===== src/rtl/if_stage.sv =====
// -----------------------------------------------------------------------------
// if_stage -- instruction fetch stage
//
// Owns the fetch PC, drives instruction memory over a req/ack handshake and
// buffers fetched {pc, instr} pairs in a small FIFO toward decode, so memory
// traffic is decoupled from decode stalls. cpu_ctrl steers fetch through
// redirect_i (flush + new PC) and halt_i (stop issuing requests).
//
// Optional build macro: IF_MISALIGN_CHECK_EN
//   defined   : a redirect target with bits[1:0] != 0 raises the sticky
//               error_o and parks the stage in S_HALT until rst.
//   undefined : the low target bits are dropped silently, error_o is 0.
//
// Ports
//   clk, rst        clock; synchronous active-high reset
//   imem_req_o      fetch request (forced low while rst is high)
//   imem_addr_o     word-aligned fetch address
//   imem_ack_i      memory completes the transfer this cycle (req & ack)
//   imem_rdata_i    instruction word for a completed transfer
//   id_ready_i      decode consumes the head entry this cycle
//   valid_o         head entry valid
//   instr_o, pc_o   head entry (NOP / 0 when empty)
//   redirect_i      redirect request, redirect_pc_i is the target
//   halt_i          stop-fetch request
//   error_o         sticky misaligned-redirect fault
// -----------------------------------------------------------------------------
module if_stage #(
    parameter logic [31:0] RESET_PC   = 32'h0000_0000,
    parameter int          FIFO_DEPTH = 2
) (
    input  logic        clk,
    input  logic        rst,

    output logic        imem_req_o,
    output logic [31:0] imem_addr_o,
    input  logic        imem_ack_i,
    input  logic [31:0] imem_rdata_i,

    input  logic        id_ready_i,
    output logic        valid_o,
    output logic [31:0] instr_o,
    output logic [31:0] pc_o,

    input  logic        redirect_i,
    input  logic [31:0] redirect_pc_i,
    input  logic        halt_i,
    output logic        error_o
);

    localparam int          PTR_W = (FIFO_DEPTH > 1) ? $clog2(FIFO_DEPTH) : 1;
    localparam int          CNT_W = PTR_W + 1;
    localparam logic [31:0] NOP   = 32'h0000_0013;

    typedef struct packed {
        logic [31:0] pc;
        logic [31:0] instr;
    } fetch_entry_t;

    typedef enum logic {
        S_RUN  = 1'b0,
        S_HALT = 1'b1
    } state_e;

    state_e                        state_q;
    logic                          error_q;
    logic [31:0]                   fetch_pc_q, fetch_pc_d;
    logic [PTR_W-1:0]              rd_ptr_q, rd_ptr_d;
    logic [PTR_W-1:0]              wr_ptr_q, wr_ptr_d;
    logic [CNT_W-1:0]              count_q, count_d;
    fetch_entry_t [FIFO_DEPTH-1:0] fifo_q;

    logic         full;
    logic         push;
    logic         pop;
    logic         misalign;
    fetch_entry_t head;

    // -------------------------------------------------------------------------
    // Misaligned redirect detection
    // -------------------------------------------------------------------------
`ifdef IF_MISALIGN_CHECK_EN
    assign misalign = redirect_i & (|redirect_pc_i[1:0]);
    assign error_o  = error_q;
`else
    // Low target bits are intentionally discarded in this build.
    logic unused_redirect_lsb;
    assign unused_redirect_lsb = ^redirect_pc_i[1:0];
    assign misalign            = 1'b0;
    assign error_o             = 1'b0;
`endif

    // -------------------------------------------------------------------------
    // Memory request side
    // -------------------------------------------------------------------------
    assign full        = (count_q == CNT_W'(FIFO_DEPTH));

    // Redirect and halt kill the request in the same cycle, so an ack that
    // arrives alongside either can never produce a push.
    assign imem_req_o  = ~rst & (state_q == S_RUN) & ~full & ~redirect_i & ~halt_i;
    assign imem_addr_o = {fetch_pc_q[31:2], 2'b00};

    assign push        = imem_req_o & imem_ack_i;
    assign pop         = valid_o & id_ready_i & ~redirect_i;

    // -------------------------------------------------------------------------
    // Decode side
    // -------------------------------------------------------------------------
    assign head    = fifo_q[rd_ptr_q];
    assign valid_o = (count_q != '0);
    assign instr_o = valid_o ? head.instr : NOP;
    assign pc_o    = valid_o ? head.pc    : 32'h0;

    // -------------------------------------------------------------------------
    // Next-state for PC and FIFO bookkeeping
    // -------------------------------------------------------------------------
    always_comb begin
        fetch_pc_d = fetch_pc_q;
        rd_ptr_d   = rd_ptr_q;
        wr_ptr_d   = wr_ptr_q;
        count_d    = count_q;

        if (redirect_i) begin
            // Flush overrides any pop or ack seen this cycle.
            fetch_pc_d = {redirect_pc_i[31:2], 2'b00};
            rd_ptr_d   = '0;
            wr_ptr_d   = '0;
            count_d    = '0;
        end else begin
            if (push) begin
                fetch_pc_d = fetch_pc_q + 32'd4;
                wr_ptr_d   = wr_ptr_q + PTR_W'(1);
            end
            if (pop) begin
                rd_ptr_d = rd_ptr_q + PTR_W'(1);
            end
            unique case ({push, pop})
                2'b10:   count_d = count_q + CNT_W'(1);
                2'b01:   count_d = count_q - CNT_W'(1);
                default: count_d = count_q;
            endcase
        end
    end

    always_ff @(posedge clk) begin
        if (rst) begin
            fetch_pc_q <= RESET_PC;
            rd_ptr_q   <= '0;
            wr_ptr_q   <= '0;
            count_q    <= '0;
        end else begin
            fetch_pc_q <= fetch_pc_d;
            rd_ptr_q   <= rd_ptr_d;
            wr_ptr_q   <= wr_ptr_d;
            count_q    <= count_d;
        end
    end

    // Storage needs no reset: entries are only observed while count_q != 0.
    always_ff @(posedge clk) begin
        if (push) begin
            fifo_q[wr_ptr_q] <= '{pc: fetch_pc_q, instr: imem_rdata_i};
        end
    end

    // -------------------------------------------------------------------------
    // Run/halt control
    // -------------------------------------------------------------------------
    always_ff @(posedge clk) begin
        if (rst) begin
            state_q <= S_RUN;
            error_q <= 1'b0;
        end else begin
            unique case (state_q)
                S_RUN: begin
                    if (misalign) begin
                        state_q <= S_HALT;
                        error_q <= 1'b1;
                    end else if (halt_i) begin
                        // Covers redirect+halt: redirect still lands on the PC.
                        state_q <= S_HALT;
                    end
                end
                S_HALT: begin
                    // A raised fault pins the stage here until reset.
                    if (!error_q) begin
                        if (misalign) begin
                            error_q <= 1'b1;
                        end else if (redirect_i && !halt_i) begin
                            state_q <= S_RUN;
                        end
                    end
                end
                default: state_q <= S_RUN;
            endcase
        end
    end

endmodule


===== config.mk =====
export PLATFORM = sky130hd
export DESIGN_NAME = if_stage
export DESIGN_NICKNAME = d
export VERILOG_FILES = /design/src/rtl/if_stage.sv
export SDC_FILE = /design/constraint.sdc
export NUM_CORES = 1
export LEC_CHECK = 0
export ABC_AREA = 1
export BUFFER_PORTS_ARGS = -buffer_cell sky130_fd_sc_hd__buf_2
export CAP_MARGIN = 20
export CORE_AREA = 10 10 196 124
export CTS_BUF_LIST = sky130_fd_sc_hd__clkbuf_4 sky130_fd_sc_hd__clkbuf_8
export CTS_CLUSTER_SIZE = 20
export DETAILED_ROUTE_END_ITERATION = 7
export DIE_AREA = 0 0 206 134
export PLACE_DENSITY = 0.64
export SYNTH_ARGS = -nofsm -noshare
export SYNTH_HDL_FRONTEND = slang
export SYNTH_SLANG_ARGS = --single-unit

===== constraint.sdc =====
create_clock -name clk -period 4.1 [get_ports clk]
set_input_delay 0.205 -clock clk [delete_from_list [all_inputs] [get_ports clk]]
set_output_delay 0.205 -clock clk [all_outputs]
set_load 0.005 [all_outputs]

* Yosys cells after proc, flatten, opt, wreduce, memory -nomap -nowiden
Cells that the tools add are included.
** Cells by class
- Multiplexer cells :: 16
- Add/subtract/negate cells :: 5
- $lt $le $gt $ge :: 3
- Equal/unequal tests :: 3
- Reduce and logical (&&, ||, !) cells :: 7
- Bitwise operators :: 12
** Operator list (count)
- $mux 64 :: 3
- $bwmux 128 :: 1
- $mux 32 :: 4
- $demux 64 s1 :: 1
- $add 32x3->32 const B :: 1
- $and 1x1->1 :: 7
- $reduce_bool 2->1 :: 3
- $mux 1 :: 5
- $not 1->1 :: 5
- $eq 2x2->1 const B :: 2
- $lt 1x2->1 const B :: 2
- $pmux 2 s2 :: 1
- $add 1x1->1 const B :: 2
- $add 2x1->2 const B :: 1
- $eq 2x1->1 const B :: 1
- $logic_and 1x1->1 :: 2
- $pmux 1 s2 :: 1
- $reduce_or 2->1 :: 1
- $sub 2x1->2 const B :: 1
- $ge 1x1->1 const B :: 1
- $logic_not 1->1 :: 1
** Storage, ports and cells
- Flip-flop bits (word level) :: 166
- Output and inout bits :: 99
- Word-level logic and storage cells :: 57
- Input port bits :: 70

* Depth between registers and ports, before layout
- Word-level depth :: 8
- Gate-level depth with buffers :: 10
- Gate-level depth less buffers :: 10

* Worst setup path after synthesis
Ideal clock, no wire load.
- Kind :: register -> register
- Start point :: reg state_q
- End point :: reg fifo_q[100] (netlist name) (enable)
- Arrival :: 3344 ps
- Setup slack :: 272 ps
- Cell stages (with the launch flop) :: 4
- Library setup time :: 484 ps
- Buffers on the path :: 0
- Path through :: dfxtp_1 -> nor2_1 -> nand4_4 -> nor2_1
** Between the ends
- Longest elaborated chain between the ends :: 6
** RTL lines
- from (decl) :: RTL line 64 : state_e state_q;
- from (signal assigned) :: RTL line 170 : state_q <= S_RUN;
- from (signal assigned) :: RTL line 176 : state_q <= S_HALT;
- from (signal assigned) :: RTL line 180 : state_q <= S_HALT;
- $not 1->1
- $and 1x1->1 (4 in a row) :: RTL line 99 : assign imem_req_o = ~rst & (state_q == S_RUN) & ~full & ~redirect_i & ~halt_i;
- $and 1x1->1 :: RTL line 102 : assign push = imem_req_o & imem_ack_i;
- to (signal, indexed assignment) :: RTL line 161 : fifo_q[wr_ptr_q] <= '{pc: fetch_pc_q, instr: imem_rdata_i};
- to (decl) :: RTL line 70 : fetch_entry_t [FIFO_DEPTH-1:0] fifo_q;
No other way between the ends.
A chain may end at the register's enable or synchronous reset.

* Final worst setup path
- Start point :: reg rd_ptr_q
- End point :: out instr_o[16]
** Between the ends
- Longest elaborated chain between the ends :: 3
** RTL lines
- from (decl) :: RTL line 67 : logic [PTR_W-1:0] rd_ptr_q, rd_ptr_d;
- from (signal assigned) :: RTL line 152 : rd_ptr_q <= rd_ptr_d;
- $mux 64 (implied by the code) (2 in a row) :: RTL line 108 : assign head = fifo_q[rd_ptr_q];
- $mux 32 :: RTL line 110 : assign instr_o = valid_o ? head.instr : NOP;
- to (decl) :: RTL line 41 : output logic [31:0] instr_o,
No other way between the ends. The select of a mux whose other input is x is not followed.

==> impl_results.md <==
* Largest stage delay, worst path at roughly 500 ps
* Post-synthesis sequential area ratio at between 60% and 70%
* Clock-pin slew on the worst setup and hold paths at 90 ps
* Via-to-Cell Ratio at 4.67
* Slowest-stage cell, CP: inv_2
* Routability cong. at 0.842
* Primary FF master, synth: edfxtp_1
* Warnings, synthesis at 0
* # IOs at 169
* Clk root buf: clkbuf_8
* DR WL/cell at 16.7 um
* Yosys cell types at 38
* DRT antenna net count at 0
* Async SR Flop Fraction at 0%
* Post-DP Area at 8210 um2
* Synth Instances at 741
* Die width at 206 um
* Initial core utilization at 34.4%
* Max Cap Violations at 0
* Port Buf Inserts at 161
* Power Density at 358 nW/um2
* Status: complete, no violations
* Via count at about 5700
* Most frequent cells in the layout: nand2_1, buf_2, edfxtp_1
* Skew final at around 14 ps
* Critical Path Source Type: flop
* Die area at 27600 um2
* Gr ovfl total at 0
* DP HPWL at 14200 um
* Die H at 134 um
* Synth Register Bits at 159
* Post-Route Setup TNS at 0 ps
* Max Freq at 415 MHz
* Worst endpoint required time at a little under 4000 ps
* H-tree Lvls at 4
* Post-synthesis cell area at 7130 um2
* Placed insts at 1158
* Pwr Total at 3.21 mW
* Gr usage total at 14.8%
* Post-route minimum period at 2410 ps
* Setup-failing EPs final at 0
* Worst Path Class, Setup: flop to primary output
* Final #Nets at 1004
* CTS Buffer Depth at 2
* Proportion of layout cells with a drive suffix above 1 at 25.9%
* Sink Count at 159
* Largest net degree at the start of global routing at 63
* Area occupied by multi-input gates at 2340 um2
* CP endpoint kind: primary output
* Total setup buffers inserted after CTS at 0
* Final Instance Count excl. Fillers at 1225
* Max_slew headroom at 46.4%
* CTS Buf Count at 17
* Final Cell Area at 8950 um2
* Final WL at 20500 um
* Leak Pwr at 3.77 nW
* DRC at 0
* Setup ws final at 1690 ps
* Most common cell after layout, fill and taps aside: nand2_1
* Area grow syn2layout at 25.4%
* Pre-CTS setup slack at 1630 ps
* Worst-Skew Late Latency at 460 ps
* Critical-path cell list: inv_2 > buf_4 > nand2_1 > a21oi_1 > buf_2
* Crit path DAT at around 2200 ps
* Pre-antenna DRT Iters at 5
* Number of global-route vias before repair at around 5600
* Wire length of the first global-routing pass at about 32000 um
* Reg area at 4430 um2
* CTS tree: done
* Initial antenna violation count at 0
* Post-Syn Area per Cell at 9.63 um2
* Slew Limit Fails at 0
* 1st-iter DRT viols at around 320
* RSZ-0062 raised after global routing: false
* Crit path max fanout at 36
* Final Cycle Share at 58.8%
* Hold Vio Cnt, Final at 0
* Maximum vdd drop at 0.000190 V
* Worst Tran Pin Value at 802 ps
* Filler cells at 2033
* FP Rows at 41
* Post-synth EDFFs at 124
* Worst min path class: input port to flop
* Core ar. at 20700 um2
==> what timing repair did <==
item / in CTS / in global routing
gates resized for setup: 0 / 0
hold endpoints to repair: 66 / 0
hold buffers: 34 / 0
==> worst max-delay path: cells and delay by family, from the launching register on <==
kind,cells,cell delay (ps)
buffers and inverters,3,1100
DFF,1,330
AOI/OAI and AO/OA,1,220
and+or+nand+nor,1,90
==> cell type report <==
type | instances | area share, %
Multi-Input combinational cell | 489 | 26.1
Clock inverter | 15 | 1.86
Tap cell | 279 | 3.90
Timing Repair Buffer | 202 | 13.4
Sequential cell | 159 | 49.4
Antenna cell | 1 | 0.0280
Clock buffer | 17 | 2.61
Inverter | 63 | 2.64
==> path summary, 6_finish.rpt <==
path                    startpoint  depth (start not counted)  slack [ps]             to
hold / removal    redirect_pc_i[4]                          3          30  fetch_pc_q[4]
setup / recovery          rd_ptr_q                          5        1690    instr_o[16]
hold reg to reg            state_q                          2         500        state_q
setup reg to reg        count_q[0]                          5        1820    fifo_q[117]
==> sequential cells by signal, indices dropped and copies added (netlist names) <==
name,cells
fetch_pc_q,30
state_q,1
fifo_q,124
wr_ptr_q,1
rd_ptr_q,1
count_q,2
==> synth_stat cells, types with 2 or more instances <==
| cell type | number | share of area, % |
|---|---|---|
| inv_1 | 52 | 2.7 |
| nor2_4 | 8 | 1.3 |
| nand2_1 | 250 | 13 |
| nand3_2 | 2 | 0.28 |
| xnor2_1 | 2 | 0.25 |
| a31oi_1 | 3 | 0.26 |
| dfxtp_1 | 35 | 9.8 |
| buf_4 | 6 | 0.63 |
| nand2_4 | 3 | 0.47 |
| a21oi_1 | 82 | 5.8 |
| inv_2 | 10 | 0.53 |
| o21ai_0 | 9 | 0.63 |
| nor2_2 | 7 | 0.61 |
| nand4_1 | 3 | 0.26 |
| nand3_1 | 39 | 2.7 |
| buf_2 | 7 | 0.49 |
| ha_1 | 2 | 0.35 |
| nor2_1 | 37 | 1.9 |
| nor2_8 | 2 | 0.56 |
| nand2_2 | 6 | 0.53 |
| o211ai_1 | 4 | 0.42 |
| o21ai_1 | 8 | 0.56 |
| edfxtp_1 | 124 | 52 |
| buf_6 | 2 | 0.32 |
| nor3_1 | 2 | 0.14 |
| xor2_1 | 6 | 0.74 |
| clkbuf_1 | 18 | 0.95 |
| a22oi_1 | 2 | 0.21 |
==> metal layers <==
layer,global-route usage [%],vias to the layer above,routed length (um),share of wire (%)
met1,20.5,2696,9900,48
met3,4.81,10,1740,8.5
met4,3.07,0,112,0.55
met2,21.8,188,8770,43
li1,-,2831,-,-
met5,0,-,0,0
==> power by group <==
part	internal (mW)	switching, mW	total (mW)	leakage (nW)
Combinational	0.0935	0.111	0.204	2.15
Clock	0.513	0.672	1.19	0.202
Sequential	1.77	0.0501	1.82	1.42
==> per-stage QoR <==
| stage | hold WS [ps] | utilization [%] |
|---|---|---|
| after floorplan | 304 | - |
| after global placement | 392 | 39.6 |
| after global routing | 7.50 | 43.2 |
| after CTS | 0.238 | 43.2 |
| after detailed placement | 397 | 39.6 |
| final | 32.5 | 43.2 |
==> cell families (layout without fill, tap and decap cells) <==
kind of cell             after synthesis  count (layout)  synth area share (%)
XOR/XNOR                               9               9                  1.21
AO/OA/AOI/OAI                        108             108                  7.84
adder cells (fa/ha/maj)                2               2                 0.351
other                                  1               6                0.0526
buffers and inverters                 97             297                  5.75
flip-flops                           159             159                  62.0
AND/OR/NAND/NOR                      365             365                  22.8
Note: power is estimated with default switching activity, not from simulation.
